==> config.mk <==
export PLATFORM = sky130hd
export DESIGN_NAME = paddsub_seq_flat
export DESIGN_NICKNAME = d
export VERILOG_FILES = /design/src/rtl/paddsub_if.sv /design/src/rtl/paddsub_seq.sv /design/src/flat_wrapper.sv
export SDC_FILE = /design/constraint.sdc
export NUM_CORES = 1
export LEC_CHECK = 0
export ABC_AREA = 1
export ABC_CLOCK_PERIOD_IN_PS = 3300
export CORE_MARGIN = 2
export CORE_UTILIZATION = 35
export DETAILED_ROUTE_END_ITERATION = 10
export PLACE_DENSITY = 0.53
export SLEW_MARGIN = 20
export SYNTH_ARGS = -nofsm -noshare
export SYNTH_HDL_FRONTEND = slang
export SYNTH_SLANG_ARGS = --single-unit
==> constraint.sdc <==
create_clock -name clk -period 3.3 [get_ports clk]
set_input_delay 0.495 -clock clk [delete_from_list [all_inputs] [get_ports clk]]
set_output_delay 0.495 -clock clk [all_outputs]
set_load 0.01 [all_outputs]
==> src/rtl/paddsub_if.sv <==
// Request/result handshake bundle for the sequential adder/subtractor.
// The requester uses the master modport, the arithmetic block uses slave.
interface paddsub_if #(
    parameter int WIDTH = 16
) ();
    logic             start_valid;
    logic             start_ready;
    logic [WIDTH-1:0] a;
    logic [WIDTH-1:0] b;
    logic             sub;
    logic             sat_en;
    logic [WIDTH-1:0] sum;
    logic             ovfl;
    logic             cout;
    logic             done_valid;
    logic             done_ready;

    modport master (
        output start_valid, a, b, sub, sat_en, done_ready,
        input  start_ready, sum, ovfl, cout, done_valid
    );

    modport slave (
        input  start_valid, a, b, sub, sat_en, done_ready,
        output start_ready, sum, ovfl, cout, done_valid
    );
endinterface

==> src/rtl/paddsub_seq.sv <==
// Multi-cycle signed adder/subtractor: CHUNK bits per cycle through a carry
// register, with signed-overflow detection and optional saturation.
module paddsub_seq #(
    parameter int WIDTH = 16,
    parameter int CHUNK = 4
) (
    input  logic     clk,
    input  logic     rst,
    paddsub_if.slave bus
);
    localparam int NCH = WIDTH / CHUNK;
    localparam int IW  = (NCH > 1) ? $clog2(NCH) : 1;
    localparam logic [IW-1:0]    LAST_IDX = IW'(NCH - 1);
    localparam logic [WIDTH-1:0] SAT_MAX  = {1'b0, {(WIDTH-1){1'b1}}};
    localparam logic [WIDTH-1:0] SAT_MIN  = {1'b1, {(WIDTH-1){1'b0}}};

    typedef enum logic [1:0] {
        IDLE = 2'd0,
        BUSY = 2'd1,
        DONE = 2'd2
    } state_t;

    state_t           state_r;
    logic [WIDTH-1:0] a_r;
    logic [WIDTH-1:0] b_r;
    logic [WIDTH-1:0] raw_r;
    logic [WIDTH-1:0] sum_r;
    logic             sat_r;
    logic             carry_r;
    logic             ovfl_r;
    logic             cout_r;
    logic             done_valid_r;
    logic             start_ready_r;
    logic [IW-1:0]    idx_r;

    int               base_s;
    logic [CHUNK-1:0] a_chunk_s;
    logic [CHUNK-1:0] b_chunk_s;
    logic [CHUNK-1:0] chunk_sum_s;
    logic             chunk_cout_s;
    logic [WIDTH-1:0] raw_next_s;
    logic [WIDTH-1:0] final_sum_s;
    logic             final_ovfl_s;

    function automatic logic [CHUNK:0] chunk_add(
        input logic [CHUNK-1:0] x,
        input logic [CHUNK-1:0] y,
        input logic             ci
    );
        return {1'b0, x} + {1'b0, y} + {{CHUNK{1'b0}}, ci};
    endfunction

    // Narrow ripple add of the current chunk plus final flag/saturation logic.
    always_comb begin
        base_s      = int'(idx_r) * CHUNK;
        a_chunk_s   = a_r[base_s +: CHUNK];
        b_chunk_s   = b_r[base_s +: CHUNK];
        {chunk_cout_s, chunk_sum_s} = chunk_add(a_chunk_s, b_chunk_s, carry_r);
        raw_next_s  = raw_r;
        raw_next_s[base_s +: CHUNK] = chunk_sum_s;
        // b_r already holds the inverted operand for subtraction
        final_ovfl_s = (a_r[WIDTH-1] == b_r[WIDTH-1]) &&
                       (raw_next_s[WIDTH-1] != a_r[WIDTH-1]);
        if (sat_r && final_ovfl_s) begin
            final_sum_s = a_r[WIDTH-1] ? SAT_MIN : SAT_MAX;
        end else begin
            final_sum_s = raw_next_s;
        end
    end

    // Control FSM with registered handshake and result outputs.
    always_ff @(posedge clk) begin
        if (rst) begin
            state_r       <= IDLE;
            a_r           <= '0;
            b_r           <= '0;
            raw_r         <= '0;
            sum_r         <= '0;
            sat_r         <= 1'b0;
            carry_r       <= 1'b0;
            ovfl_r        <= 1'b0;
            cout_r        <= 1'b0;
            done_valid_r  <= 1'b0;
            start_ready_r <= 1'b1;
            idx_r         <= '0;
        end else begin
            case (state_r)
                IDLE: begin
                    if (bus.start_valid) begin
                        a_r           <= bus.a;
                        b_r           <= bus.b ^ {WIDTH{bus.sub}};
                        sat_r         <= bus.sat_en;
                        carry_r       <= bus.sub;
                        idx_r         <= '0;
                        raw_r         <= '0;
                        start_ready_r <= 1'b0;
                        state_r       <= BUSY;
                    end
                end
                BUSY: begin
                    raw_r   <= raw_next_s;
                    carry_r <= chunk_cout_s;
                    idx_r   <= idx_r + IW'(1'b1);
                    if (idx_r == LAST_IDX) begin
                        sum_r        <= final_sum_s;
                        ovfl_r       <= final_ovfl_s;
                        cout_r       <= chunk_cout_s;
                        done_valid_r <= 1'b1;
                        state_r      <= DONE;
                    end
                end
                DONE: begin
                    // result registers hold until the next operation completes
                    if (bus.done_ready) begin
                        done_valid_r  <= 1'b0;
                        start_ready_r <= 1'b1;
                        state_r       <= IDLE;
                    end
                end
                default: begin
                    done_valid_r  <= 1'b0;
                    start_ready_r <= 1'b1;
                    state_r       <= IDLE;
                end
            endcase
        end
    end

    assign bus.start_ready = start_ready_r;
    assign bus.done_valid  = done_valid_r;
    assign bus.sum         = sum_r;
    assign bus.ovfl        = ovfl_r;
    assign bus.cout        = cout_r;

endmodule

==> src/flat_wrapper.sv <==
// flat-port wrapper written by rule: the top's interface ports become plain ports
module paddsub_seq_flat 
#(
    parameter int WIDTH = 16,
    parameter int CHUNK = 4
)
  (clk, rst, bus_start_valid, bus_a, bus_b, bus_sub, bus_sat_en, bus_done_ready, bus_start_ready, bus_sum, bus_ovfl, bus_cout, bus_done_valid);
  paddsub_if #(.WIDTH(WIDTH)) bus_i ();
  input  logic clk;
  input  logic rst;
  input wire logic [$bits(bus_i.start_valid)-1:0] bus_start_valid;
  input wire logic [$bits(bus_i.a)-1:0] bus_a;
  input wire logic [$bits(bus_i.b)-1:0] bus_b;
  input wire logic [$bits(bus_i.sub)-1:0] bus_sub;
  input wire logic [$bits(bus_i.sat_en)-1:0] bus_sat_en;
  input wire logic [$bits(bus_i.done_ready)-1:0] bus_done_ready;
  output wire logic [$bits(bus_i.start_ready)-1:0] bus_start_ready;
  output wire logic [$bits(bus_i.sum)-1:0] bus_sum;
  output wire logic [$bits(bus_i.ovfl)-1:0] bus_ovfl;
  output wire logic [$bits(bus_i.cout)-1:0] bus_cout;
  output wire logic [$bits(bus_i.done_valid)-1:0] bus_done_valid;
  assign bus_i.start_valid = bus_start_valid;
  assign bus_i.a = bus_a;
  assign bus_i.b = bus_b;
  assign bus_i.sub = bus_sub;
  assign bus_i.sat_en = bus_sat_en;
  assign bus_i.done_ready = bus_done_ready;
  assign bus_start_ready = bus_i.start_ready;
  assign bus_sum = bus_i.sum;
  assign bus_ovfl = bus_i.ovfl;
  assign bus_cout = bus_i.cout;
  assign bus_done_valid = bus_i.done_valid;
  paddsub_seq #(.WIDTH(WIDTH), .CHUNK(CHUNK)) u_core (.clk(clk), .rst(rst), .bus(bus_i));
endmodule
Word-level counts from Yosys, hierarchy flattened --
Index checks and enable logic that the tools add are counted.
Word-level totals: bits in latches 0, register bits after elaboration 74, memories kept 0, bits in writable memories 0, memory bits (read-only) 0, output and inout port bits 20, logic and storage cells 60
Operators by class: multiplexer cells 19, bitwise gates (word level) 3, add/sub/neg operators 4, magnitude comparators 0, divide/modulo/power cells 0, multiply operators 0, shifts and indexed selects 4, reductions and logical operators 10, eq/ne operators 8
Operators by type and width (number):
- $mux 16 | 3
- $neg 4->33 | 1
- $shift 4x33->16 const A | 1
- $shiftx 4x33->16 | 1
- $pmux 16 s2 | 1
- $shiftx 16x5->4 | 2
- $bwmux 16 | 1
- $xor 16x16->16 | 1
- $reduce_and 3->1 | 3
- $mux 2 | 4
- $pmux 1 s3 | 2
- $pmux 2 s3 | 1
- $reduce_and 2->1 | 3
- $add 4x4->5 | 1
- $add 5x1->5 | 1
- $mux 1 | 5
- $eq 2x2->1 const B | 2
- $ne 2x2->1 const B | 2
- $pmux 2 s2 | 1
- $add 2x1->2 const B | 1
- $eq 2x1->1 const B | 1
- $logic_and 1x1->1 | 2
- $logic_not 2->1 | 1
- $ne 2x1->1 const B | 1
- 5 further kinds | 6

Logic depth before layout (Yosys ltp) --
depth after elaboration 9, mapped depth 18

Worst setup path before layout --
Ideal clock, no wire load.
path type reg-to-reg, from register u_core.idx_r[0], to register u_core.sum_r[10], in the netlist u_core.bus.sum[10], path slack 0.531 ns, arrival 2.702 ns, stages on the path, launching flop included 14, path through dfxtp_1 > buf_2 > clkbuf_1 > clkbuf_1 > o21ai_0 > o22ai_1 > fa_1 > inv_1 > fa_1 > xnor2_1 > inv_1 > o32ai_1 > nand2_1 > a21oi_2
On the way: longest elaborated chain between the ends 9, elaborated cells between the ends (all ways) 14, classes of those cells add/sub (3); eq/ne (2); shift (4); mux (2); reduce/logical (3)
RTL lines:
- start, declared | RTL line paddsub_seq.sv:34 | logic [IW-1:0] idx_r;
- start signal, assigned | RTL line paddsub_seq.sv:103 | idx_r <= idx_r + IW'(1'b1);
- $shiftx 16x5->4, on equally long branches | RTL line paddsub_seq.sv:56, paddsub_seq.sv:57
- $add 4x4->5 | RTL line paddsub_seq.sv:50 | return {1'b0, x} + {1'b0, y} + {{CHUNK{1'b0}}, ci};
- $add 5x1->5 | RTL line paddsub_seq.sv:50
- $shiftx 4x33->16 | RTL line paddsub_seq.sv:60 | raw_next_s[base_s +: CHUNK] = chunk_sum_s;
- $bwmux 16 | RTL line paddsub_seq.sv:60
- $ne 1x1->1 | RTL line paddsub_seq.sv:63 | (raw_next_s[WIDTH-1] != a_r[WIDTH-1]);
- $logic_and 1x1->1 | RTL line paddsub_seq.sv:62 | final_ovfl_s = (a_r[WIDTH-1] == b_r[WIDTH-1]) &&
- $logic_and 1x1->1 | RTL line paddsub_seq.sv:64 | if (sat_r && final_ovfl_s) begin
- $mux 16 | RTL line paddsub_seq.sv:64
- end signal, assigned | RTL line paddsub_seq.sv:105 | sum_r <= final_sum_s;
- end, declared | RTL line paddsub_seq.sv:27 | logic [WIDTH-1:0] sum_r;
Several ways; a longest one is shown, not always the timed one. A chain may end at the register's enable or synchronous reset.

Worst setup path in the final report --
Ends and elaborated chain as after synthesis.

==> impl_results.md <==
- Layout area overhead: 24.2%
- Critical Path End Type: flip-flop
- Maximum number of pins on one net before global-route repair: 48
- Final critical delay including setup and external delays: 2.90 ns
- Unrepaired setup endpoints after global routing: false
- TritonCTS clock tree: done
- Synth unique cells: 32
- Crit Path Max Fanout: 20
- Clock buffer depth: 2
- Number of inserted filler cells in the final layout: 1035
- Overall die height: 104 um
- Part of the cycle the worst path needs: 88.0%
- Post-synthesis share of cell area spent on xor and xnor gates: 4.24%
- Detail-routed net length per standard cell: 13.1 um
- Power Dens Cells: 474 nW/um^2
- Cell family with most CP delay: compound AO/OA/AOI/OAI gates
- Post-route worst hold slack: 0.463 ns
- Cell accounting for the most synthesized area: sky130_fd_sc_hd__dfxtp_1
- Highest-count cells in the layout ignoring fill and taps: sky130_fd_sc_hd__nand2_1, sky130_fd_sc_hd__dfxtp_1, sky130_fd_sc_hd__nor2_1
- Worst EP arrival: 3.19 ns
- Fin. max-slew vios: 0
- Estimated wirelength of the detail-placed design: 5860 um
- Vias in the first global route: 2837
- CP peak stage delay: 0.44 ns
- Standard-cell rows: 36
- Startpoint Class: flip-flop
- Global route total overflow: 0
- Ratio of cells with drive above 1 in the final layout: 7.98%
- Post-Synthesis Mean Instance Area: 7.56 um^2
- DRC violation count after routing: 0
- Post-Syn Instances: 464
- Setup tns final: 0 ns
- Clock slew at the register clock pins of the worst setup and hold paths: 0.08 ns
- Sinks on the clock net: 74
- Synthesized area: 3510 um^2
- Fraction of the mapped netlist area in compound gates: 22.4%
- Wire length after detailed routing: 8460 um
- Num CTS Buffers: 9
- Most common cell after layout, fill and taps aside: sky130_fd_sc_hd__nand2_1
- Worst Clk Skew: 0.00907 ns
- CP Class: flip-flop to flip-flop
- ANT cells: 0
- Initial cell density of the core: 35.9%
- Synthesized net count: 513
- Cell at the root of the clock tree: sky130_fd_sc_hd__clkbuf_8
- H-tree Lvls: 3
- First drt pass iteration count: 4
- Maximum resistive drop on vdd: 0.000238 V
- Number of cells upsized or downsized after cts: 0
- Per-cell via count in the routed design: 4.82
- Final-report hold violation count: 0
- Cell with the largest stage delay on the worst path: sky130_fd_sc_hd__clkinv_1
- Fraction of synthesized cell area taken by the top area cell type: 42.2%
- Yosys warning count: 0
- Final Worst Setup Slack: 0.396 ns
- Maximum achievable frequency: 0.344 GHz
- Global Route Usage Sum: 15.9%
- Count of state elements after synthesis: 74
- MaxCap Viol Count: 0
- First-pass GRT wire length: 13900 um
- Via count: 3118
- Fraction of the mapped netlist area in adder cells: 4.35%
- Share of synthesized cell area in and, or, nand and nor gates: 19.1%
- Multiplexer fraction of the synthesized cell area: 0%
- Number of hold buffers added after cts: 0
- Port bufs: 57
- Number of I/O pins: 58
- Count of nets left with antenna violations after detail routing: 0
- Lkg Pwr: 1.61 nW
- Initial antenna violation count: 0
- Post-Place Setup Slack: 0.398 ns
- Worst-skew pair later-pin latency: 0.35 ns
- Crit path required time: 3.59 ns
- Filler-free cell count of the finished design: 647
- Cell types with the largest area share after synthesis: sky130_fd_sc_hd__dfxtp_1, sky130_fd_sc_hd__nand2_1, sky130_fd_sc_hd__o21ai_0
- Status: finished, final reports clean
- Buffer count from post-CTS setup fixing: 0
- Slew at the pin with the worst max-slew slack: 0.926 ns
- Relative slew margins: 38.2%
- Die width: 104 um
- Sequential element share of the synthesized area: 42.2%
- Dominant combinational cell family by area after synthesis: compound AO/OA/AOI/OAI gates
- HP Class: flip-flop to flip-flop
- Net count of the finished layout: 558
- Area of the core: 9770 um^2
- Number of DRC markers after the initial detailed-route iteration: 119
- Total power: 2.06 mW
- Combined buffer and inverter count along the critical path: 3
- GPL Wtd Cong: 0.851
- Ordered cell list for the critical path: clkinv_1 -> o21ai_0 -> o22ai_1 -> fa_1 -> inv_1 -> fa_1 -> xnor2_1 -> inv_1 -> o32ai_1 -> nand2_1 -> a21oi_2
- Die Footprint: 10800 um^2
- Final count of negative-setup-slack endpoints: 0
- Placed Instances: 631
[logic make-up (layout without fill, tap and decap cells)]
logic type / Yosys count / count (layout)
xor+xnor: 17 / 17
simple gates: 164 / 164
flops: 74 / 74
compound gates: 133 / 133
buf+inv: 65 / 115
fa+ha+maj: 11 / 11
[layer usage]
layer	up-vias	GRT usage, %	share of wire [%]
li1	1627	-	-
met1	1403	20.3	48
met2	80	26.1	47
met3	8	3.88	4.4
met4	0	5.60	1.4
met5	-	0	0
[power breakdown]
group	switching [mW]	internal (mW)	total, mW
logic	0.228	0.154	0.382
registers	0.0289	0.938	0.967
clock network	0.329	0.386	0.715
[synth_stat cells, drive strengths merged]
master / n
ha: 9
xnor2: 16
fa: 2
nor2: 70
nand2: 80
xor2: 1
a21oi: 41
buf: 12
a211oi: 15
a31oi: 2
o21bai: 2
a32oi: 2
o211ai: 1
o22ai: 14
o32ai: 3
clkinv: 1
o21ai: 53
nand4: 3
dfxtp: 74
inv: 36
clkbuf: 16
nand3: 11
[tightest hold or removal path: stages (launching register included)]
cell and delay [ns]:
sky130_fd_sc_hd__dfxtp_1 0.30, sky130_fd_sc_hd__inv_1 0.06, sky130_fd_sc_hd__a21oi_1 0.06
[cell type report]
type | instances | area (um^2) | area share (%)
inverters | 37 | 139 | 3.19
repair buffers | 62 | 608 | 14.0
clock buffers | 11 | 151 | 3.47
well taps | 133 | 166 | 3.82
clock inverters | 5 | 52.6 | 1.21
flip-flops and latches | 74 | 1480 | 34.0
multi-input cells | 325 | 1760 | 40.4
[through the flow]
stage | instance area, um^2 | utilization (%)
floorplan | 3510 | -
global placement | 4150 | 42.5
detailed placement | 4150 | 42.5
CTS | 4360 | 44.6
global route | 4360 | 44.6
finish | 4360 | 44.6
[final timing paths]
kind	startpoint	end	slack, ns	depth (start not counted)
max	u_core.idx_r[0]	u_core.bus.sum[10]	0.40	11
min	u_core.b_r[1]	u_core.b_r[1]	0.46	2
max reg2reg	u_core.idx_r[0]	u_core.bus.sum[10]	0.40	11
min reg2reg	u_core.b_r[1]	u_core.b_r[1]	0.46	2
[registers in the layout, indices dropped and copies added (netlist names)]
name	count
u_core.state_r	2
u_core.bus.start_ready	1
u_core.idx_r	2
u_core.bus.done_valid	1
u_core.bus.sum	16
u_core.bus.cout	1
u_core.bus.ovfl	1
u_core.carry_r	1
u_core.a_r	16
u_core.sat_r	1
u_core.b_r	16
u_core.raw_r	16
(Power assumes the default switching activity.)
